## config.mk

```make
export PLATFORM = sky130hd
export DESIGN_NAME = alu_seq
export DESIGN_NICKNAME = d
export VERILOG_FILES = /design/src/rtl/alu_seq.sv
export SDC_FILE = /design/constraint.sdc
export NUM_CORES = 1
export LEC_CHECK = 0
export ABC_CLOCK_PERIOD_IN_PS = 2900
export CAP_MARGIN = 10
export CORE_UTILIZATION = 45
export DETAILED_ROUTE_END_ITERATION = 8
export GPL_ROUTABILITY_DRIVEN = 0
export PLACE_DENSITY = 0.75
export SLEW_MARGIN = 20
export SYNTH_ARGS = -nofsm -noshare
export SYNTH_HDL_FRONTEND = slang
export SYNTH_SLANG_ARGS = --single-unit
```

## constraint.sdc

```tcl
create_clock -name clk -period 2.9 [get_ports clk]
set_input_delay 0.29 -clock clk [delete_from_list [all_inputs] [get_ports clk]]
set_output_delay 0.29 -clock clk [all_outputs]
set_load 0.005 [all_outputs]
```

## src/rtl/alu_seq.sv

```systemverilog
// Sequencer that drives an external 8-bit ALU through IDLE/EXEC/DONE and captures its result.
// Latency: done two cycles after acceptance for ADD/SUB/SHL/SHR, plus MULDIV_WAIT cycles for MUL/DIV;
// faulting requests report done one cycle after acceptance. Backpressure: none; req is only
// sampled in IDLE, so requests arriving while busy are dropped.
//
// Ports:
//   clk, rst          single clock, synchronous active-high reset
//   req, op, src_sel  operation request, opcode, first-operand source (0 = DinA)
//   divisor           ALU second operand, inspected only for the DIV zero check
//   alu_dout          ALU result bus, captured on the edge that ends EXEC
//   ISUMn..ISHRn, An  active-low ALU op selects and operand select
//   busy, done        in-flight flag and one-cycle completion pulse
//   result, zero, err captured result, zero flag, fault flag (held until next completion)
module alu_seq #(
  parameter int MULDIV_WAIT = 3
) (
  input  logic       clk,
  input  logic       rst,
  input  logic       req,
  input  logic [2:0] op,
  input  logic       src_sel,
  input  logic [7:0] divisor,
  input  logic [7:0] alu_dout,
  output logic       ISUMn,
  output logic       ISUBn,
  output logic       IMULn,
  output logic       IDIVn,
  output logic       ISHLn,
  output logic       ISHRn,
  output logic       An,
  output logic       busy,
  output logic       done,
  output logic [7:0] result,
  output logic       zero,
  output logic       err
);

  typedef enum logic [1:0] {
    S_IDLE = 2'd0,
    S_EXEC = 2'd1,
    S_DONE = 2'd2
  } state_t;

  localparam logic [2:0] OP_MUL = 3'b010;
  localparam logic [2:0] OP_DIV = 3'b011;

  state_t     state_q, state_d;
  logic [2:0] op_q, op_d;
  logic       src_q, src_d;
  logic [3:0] cnt_q, cnt_d;
  logic [5:0] sel_q, sel_d;      // bit index equals opcode: {SHR,SHL,DIV,MUL,SUB,SUM}
  logic       an_q, an_d;
  logic       busy_q, busy_d;
  logic       done_q, done_d;
  logic [7:0] result_q, result_d;
  logic       zero_q, zero_d;
  logic       err_q, err_d;

  always_comb begin
    state_d  = state_q;
    op_d     = op_q;
    src_d    = src_q;
    cnt_d    = cnt_q;
    result_d = result_q;
    zero_d   = zero_q;
    err_d    = err_q;

    case (state_q)
      S_IDLE: begin
        if (req) begin
          op_d  = op;
          src_d = src_sel;
          if (op[2] && op[1]) begin
            // Illegal opcode: report the fault, leave result/zero alone.
            state_d = S_DONE;
            err_d   = 1'b1;
          end else if (op == OP_DIV && divisor == 8'h00) begin
            state_d  = S_DONE;
            err_d    = 1'b1;
            result_d = 8'hFF;
            zero_d   = 1'b0;
          end else begin
            state_d = S_EXEC;
            // Counter holds the number of EXEC cycles remaining after the current one.
            cnt_d   = (op == OP_MUL || op == OP_DIV) ? 4'(MULDIV_WAIT) : 4'd0;
          end
        end
      end
      S_EXEC: begin
        if (cnt_q == 4'd0) begin
          state_d  = S_DONE;
          result_d = alu_dout;
          zero_d   = (alu_dout == 8'h00);
          err_d    = 1'b0;
        end else begin
          cnt_d = cnt_q - 4'd1;
        end
      end
      S_DONE: begin
        state_d = S_IDLE;
      end
      default: begin
        state_d = S_IDLE;
      end
    endcase

    // Outputs are registered, so they are derived from the state being entered.
    sel_d  = (state_d == S_EXEC) ? (6'h3F & ~(6'd1 << op_d)) : 6'h3F;
    an_d   = (state_d == S_EXEC) ? src_d : 1'b1;
    busy_d = (state_d != S_IDLE);
    done_d = (state_d == S_DONE);
  end

  always_ff @(posedge clk) begin
    if (rst) begin
      state_q  <= S_IDLE;
      op_q     <= 3'd0;
      src_q    <= 1'b0;
      cnt_q    <= 4'd0;
      sel_q    <= 6'h3F;
      an_q     <= 1'b1;
      busy_q   <= 1'b0;
      done_q   <= 1'b0;
      result_q <= 8'h00;
      zero_q   <= 1'b1;
      err_q    <= 1'b0;
    end else begin
      state_q  <= state_d;
      op_q     <= op_d;
      src_q    <= src_d;
      cnt_q    <= cnt_d;
      sel_q    <= sel_d;
      an_q     <= an_d;
      busy_q   <= busy_d;
      done_q   <= done_d;
      result_q <= result_d;
      zero_q   <= zero_d;
      err_q    <= err_d;
    end
  end

  assign ISUMn  = sel_q[0];
  assign ISUBn  = sel_q[1];
  assign IMULn  = sel_q[2];
  assign IDIVn  = sel_q[3];
  assign ISHLn  = sel_q[4];
  assign ISHRn  = sel_q[5];
  assign An     = an_q;
  assign busy   = busy_q;
  assign done   = done_q;
  assign result = result_q;
  assign zero   = zero_q;
  assign err    = err_q;

endmodule

```

==> implementation parameters <==
Parameter                              Value

Timing
  Total count of hold-check failures in the final report ... 0
  Max Clock Skew ... 11.6 ps
  Post-route setup slack ... 705 ps
  Crit share post-route ... approximately three quarters
  Slew of the pin with the lowest slew margin ... 451 ps
  Tightest slew margin relative to the limit ... 69.7%
  Final critical-path required period ... 2200 ps
  Setup repair after global routing missed its margin ... false
  Setup TNS after final layout ... 0 ps
  Number of endpoints failing setup at the final stage ... 0
  Maximum clock frequency ... 0.455 GHz
  Count of final max-slew check failures ... 0

Route
  Drt initial violations ... 29
  Total number of vias ... 1179
  Number of iterations in the first detailed-routing pass ... 4
  Detail-routed net length per standard cell ... 14.2 um
  Wire length reported by the detailed router ... 3.11 mm
  Post-detailed-route count of antenna-violating nets ... 0
  Via density per instance ... 5.38
  DRC errors left ... 0

Floorplanning
  Die X ... 56.0 um
  IO Count ... 42
  Row count ... 19
  Area inside the core boundary ... 2760 um2
  Die area ... 3130 um2
  Height of the chip ... 56.0 um
  Effective utilization at floorplan ... 47.5%

Layout
  Final instance area ... 1790 um2
  Fraction of final layout cells with drive strength greater than 1 ... about a tenth
  Net count reported at finish ... about 210
  Total inserted antenna cells ... 0
  Area added between synthesis and finish ... 36.6%
  Number of filler cells placed in the layout ... 239
  Finished Core Util ... roughly two thirds
  Count of non-filler cells in the finished layout ... 219

Yosys
  Synthesized area per cell ... 9.17 um2
  Syn Std Cell Area ... approximately 1300 um2
  Post-Synthesis Cells ... ~140
  EDFF count, synth ... 0
  Synthesized flop and latch total ... 29
  Total nets after synthesis ... 168
  Warnings from Yosys ... 0
  Fraction of registers with async set/reset ... 0%
  Yosys cell types ... 42
  Sequential cell area fraction in the yosys report ... 44.3%
  Commonest register cell after synthesis ... sky130_fd_sc_hd__dfxtp_1

Critical path
  Critical path's slowest cell ... sky130_fd_sc_hd__a22o_1
  Startpoint of the worst-slack reg-to-reg timing path ... cnt_q[0]
  Register-to-register path setup slack ... 700 ps
  Arrival @ worst endpoint ... 2430 ps
  Count of buffering cells on the critical path with inverters included ... 1
  Category of the critical setup timing path ... flop to flop
  Top delay family on crit path ... compound AO/OA/AOI/OAI gates
  Startpoint of the worst setup timing path ... cnt_q[0]
  Endpoint class of the critical path ... flop
  Worst path cell trace ... inv_1 -> ha_1 -> nor3b_2 -> nand2_1 -> a22o_1 -> a221o_1
  Critical path fanouts, max ... 11
  Delay of the slowest cell on the worst path ... about 430 ps
  Data required time at the worst endpoint ... 3130 ps
  CP Launch Type ... flop

Clock tree
  Number of hold buffers added after CTS ... 0
  Post-CTS setup-driven buffer insertion count ... 0
  Clock latency of the later-clocked register in the worst-skew pair ... 330 ps
  Root cell of the clock tree ... sky130_fd_sc_hd__clkbuf_4
  H-tree level count ... 2
  Clk sink count ... 29
  Clock tree from TritonCTS ... yes
  Clock slew at the register clock pins of the worst setup and hold paths ... approximately 100 ps
  Inserted Clock Buffers ... 5
  Clock Path Buffers ... 2
  Post-CTS Resized ... 0

Power and ir drop
  Lkg Pwr ... 0.676 nW
  Peak VDD IR ... 0.475 mV
  Cell Pwr Density ... 585 nW/um2

Worst hold path
  Worst Hold Launch ... result[2]
  Worst Hold Class ... flop to flop

Placement
  Detail Placement HPWL ... 2.25 mm
  Number of buffer cells added on primary ports ... 41
  Standard cell area after detailed placement ... 1740 um2
  Pre-CTS worst setup slack ... 647 ps
  Placed cells ... 211

Global routing
  Wire length of the first global-routing pass ... approximately 5.1 mm
  Antenna violations before repair ... 0
  Largest net degree at the start of global routing ... 21
  Via count of the first global-routing pass ... 1131
  Global routing usage summed across all routing layers ... 22.0%
  Gr ovfl total ... 0

Run
  Max-cap violation count ... 0

Run status
  Status ... finished, final reports clean
-- kinds of logic (layout without fill, tap and decap cells) --
kind of cell	count (synthesis)	count (layout)	synth area share [%]
simple gates	57	57	24.0
compound gates	32	32	20.0
flops	29	29	44.3
buf+inv	18	63	5.82
mux	5	5	4.01
fa+ha+maj	2	2	1.91
-- cells in the mapped netlist (all sizes together), types with 3 or more instances --
library cell | number | area share [%]
dfxtp | 29 | 44
nor2 | 21 | 6.2
inv | 13 | 3.7
a211oi | 8 | 4.6
nand2 | 7 | 2.0
o21ai | 5 | 1.9
nand2b | 4 | 1.9
nor3 | 4 | 1.5
nor3b | 4 | 3.5
a21oi | 3 | 1.4
clkbuf | 3 | 0.86
mux2i | 3 | 2.3
nand3 | 3 | 1.1
nor4 | 3 | 1.4
or4 | 3 | 1.7
-- placed cells by master (no fill, tap or decap), drive strengths merged, types with 2 or more instances in the layout --
cell type      instances
a211oi                 8
a21boi                 2
a21oi                  3
a221oi                 2
clkbuf                 6
clkdlybuf4s50         41
clkinv                 2
dfxtp                 29
ha                     2
inv                   13
mux2                   2
mux2i                  3
nand2                  7
nand2b                 4
nand3                  3
nand3b                 2
nor2                  21
nor2b                  2
nor3                   4
nor3b                  4
nor4                   3
o211ai                 2
o21ai                  5
or4                    3
-- where the power goes --
| group | internal (mW) | leakage [nW] | switching, mW |
|---|---|---|---|
| registers | 0.447 | 0.238 | 0.0345 |
| logic | 0.174 | 0.406 | 0.161 |
| clock network | 0.0921 | 0.0320 | 0.139 |
-- final cells by class --
| cell class | count | area (um2) | area share [%] |
|---|---|---|---|
| clock buffers | 6 | 41.3 | 2.30 |
| clock inverters | 2 | 10.0 | 0.559 |
| inverters | 13 | 48.8 | 2.72 |
| multi-input cells | 96 | 654 | 36.5 |
| flip-flops and latches | 29 | 581 | 32.4 |
| well taps | 31 | 38.8 | 2.16 |
| repair buffers | 42 | 418 | 23.3 |
-- state kept, by name, summed over array words and instances, names as in the netlist --
name and count:
sel_q 6, src_q 1, zero 1, cnt_q 4
err 1, busy 1, state_q 2, done 1
An 1, result 8, op_q 3
-- through the flow --
| stage | power (mW) | hold WS (ps) |
|---|---|---|
| 2_1_floorplan | 0.688 | 426 |
| 3_3_place_gp | 0.815 | 441 |
| 3_5_place_dp | 0.822 | 441 |
| 4_1_cts | 1.06 | 460 |
| 5_1_grt | 1.11 | 490 |
| 6_report | 1.05 | 457 |
-- final timing paths --
check / depth (start not counted) / to
setup / recovery: 6 / zero
hold / removal: 2 / result[2]
setup reg to reg: 6 / zero
hold reg to reg: 2 / result[2]
-- tightest hold or removal path, delay by kind of cell (launching register included) --
family / cells / cell delay (ps)
compound gates: 1 / 50
buf+inv: 1 / 50
flops: 1 / 320
-- per-layer routing --
metal  vias to the layer above  routed length, um  GRT usage (%)
met3                         5                149           6.05
li1                        599                  -              -
met1                       545               1370           24.1
met5                         -                  0              0
met4                         0                 54           13.2
met2                        30               1530           37.6
No activity file was read; power rests on OpenSTA's default activity.
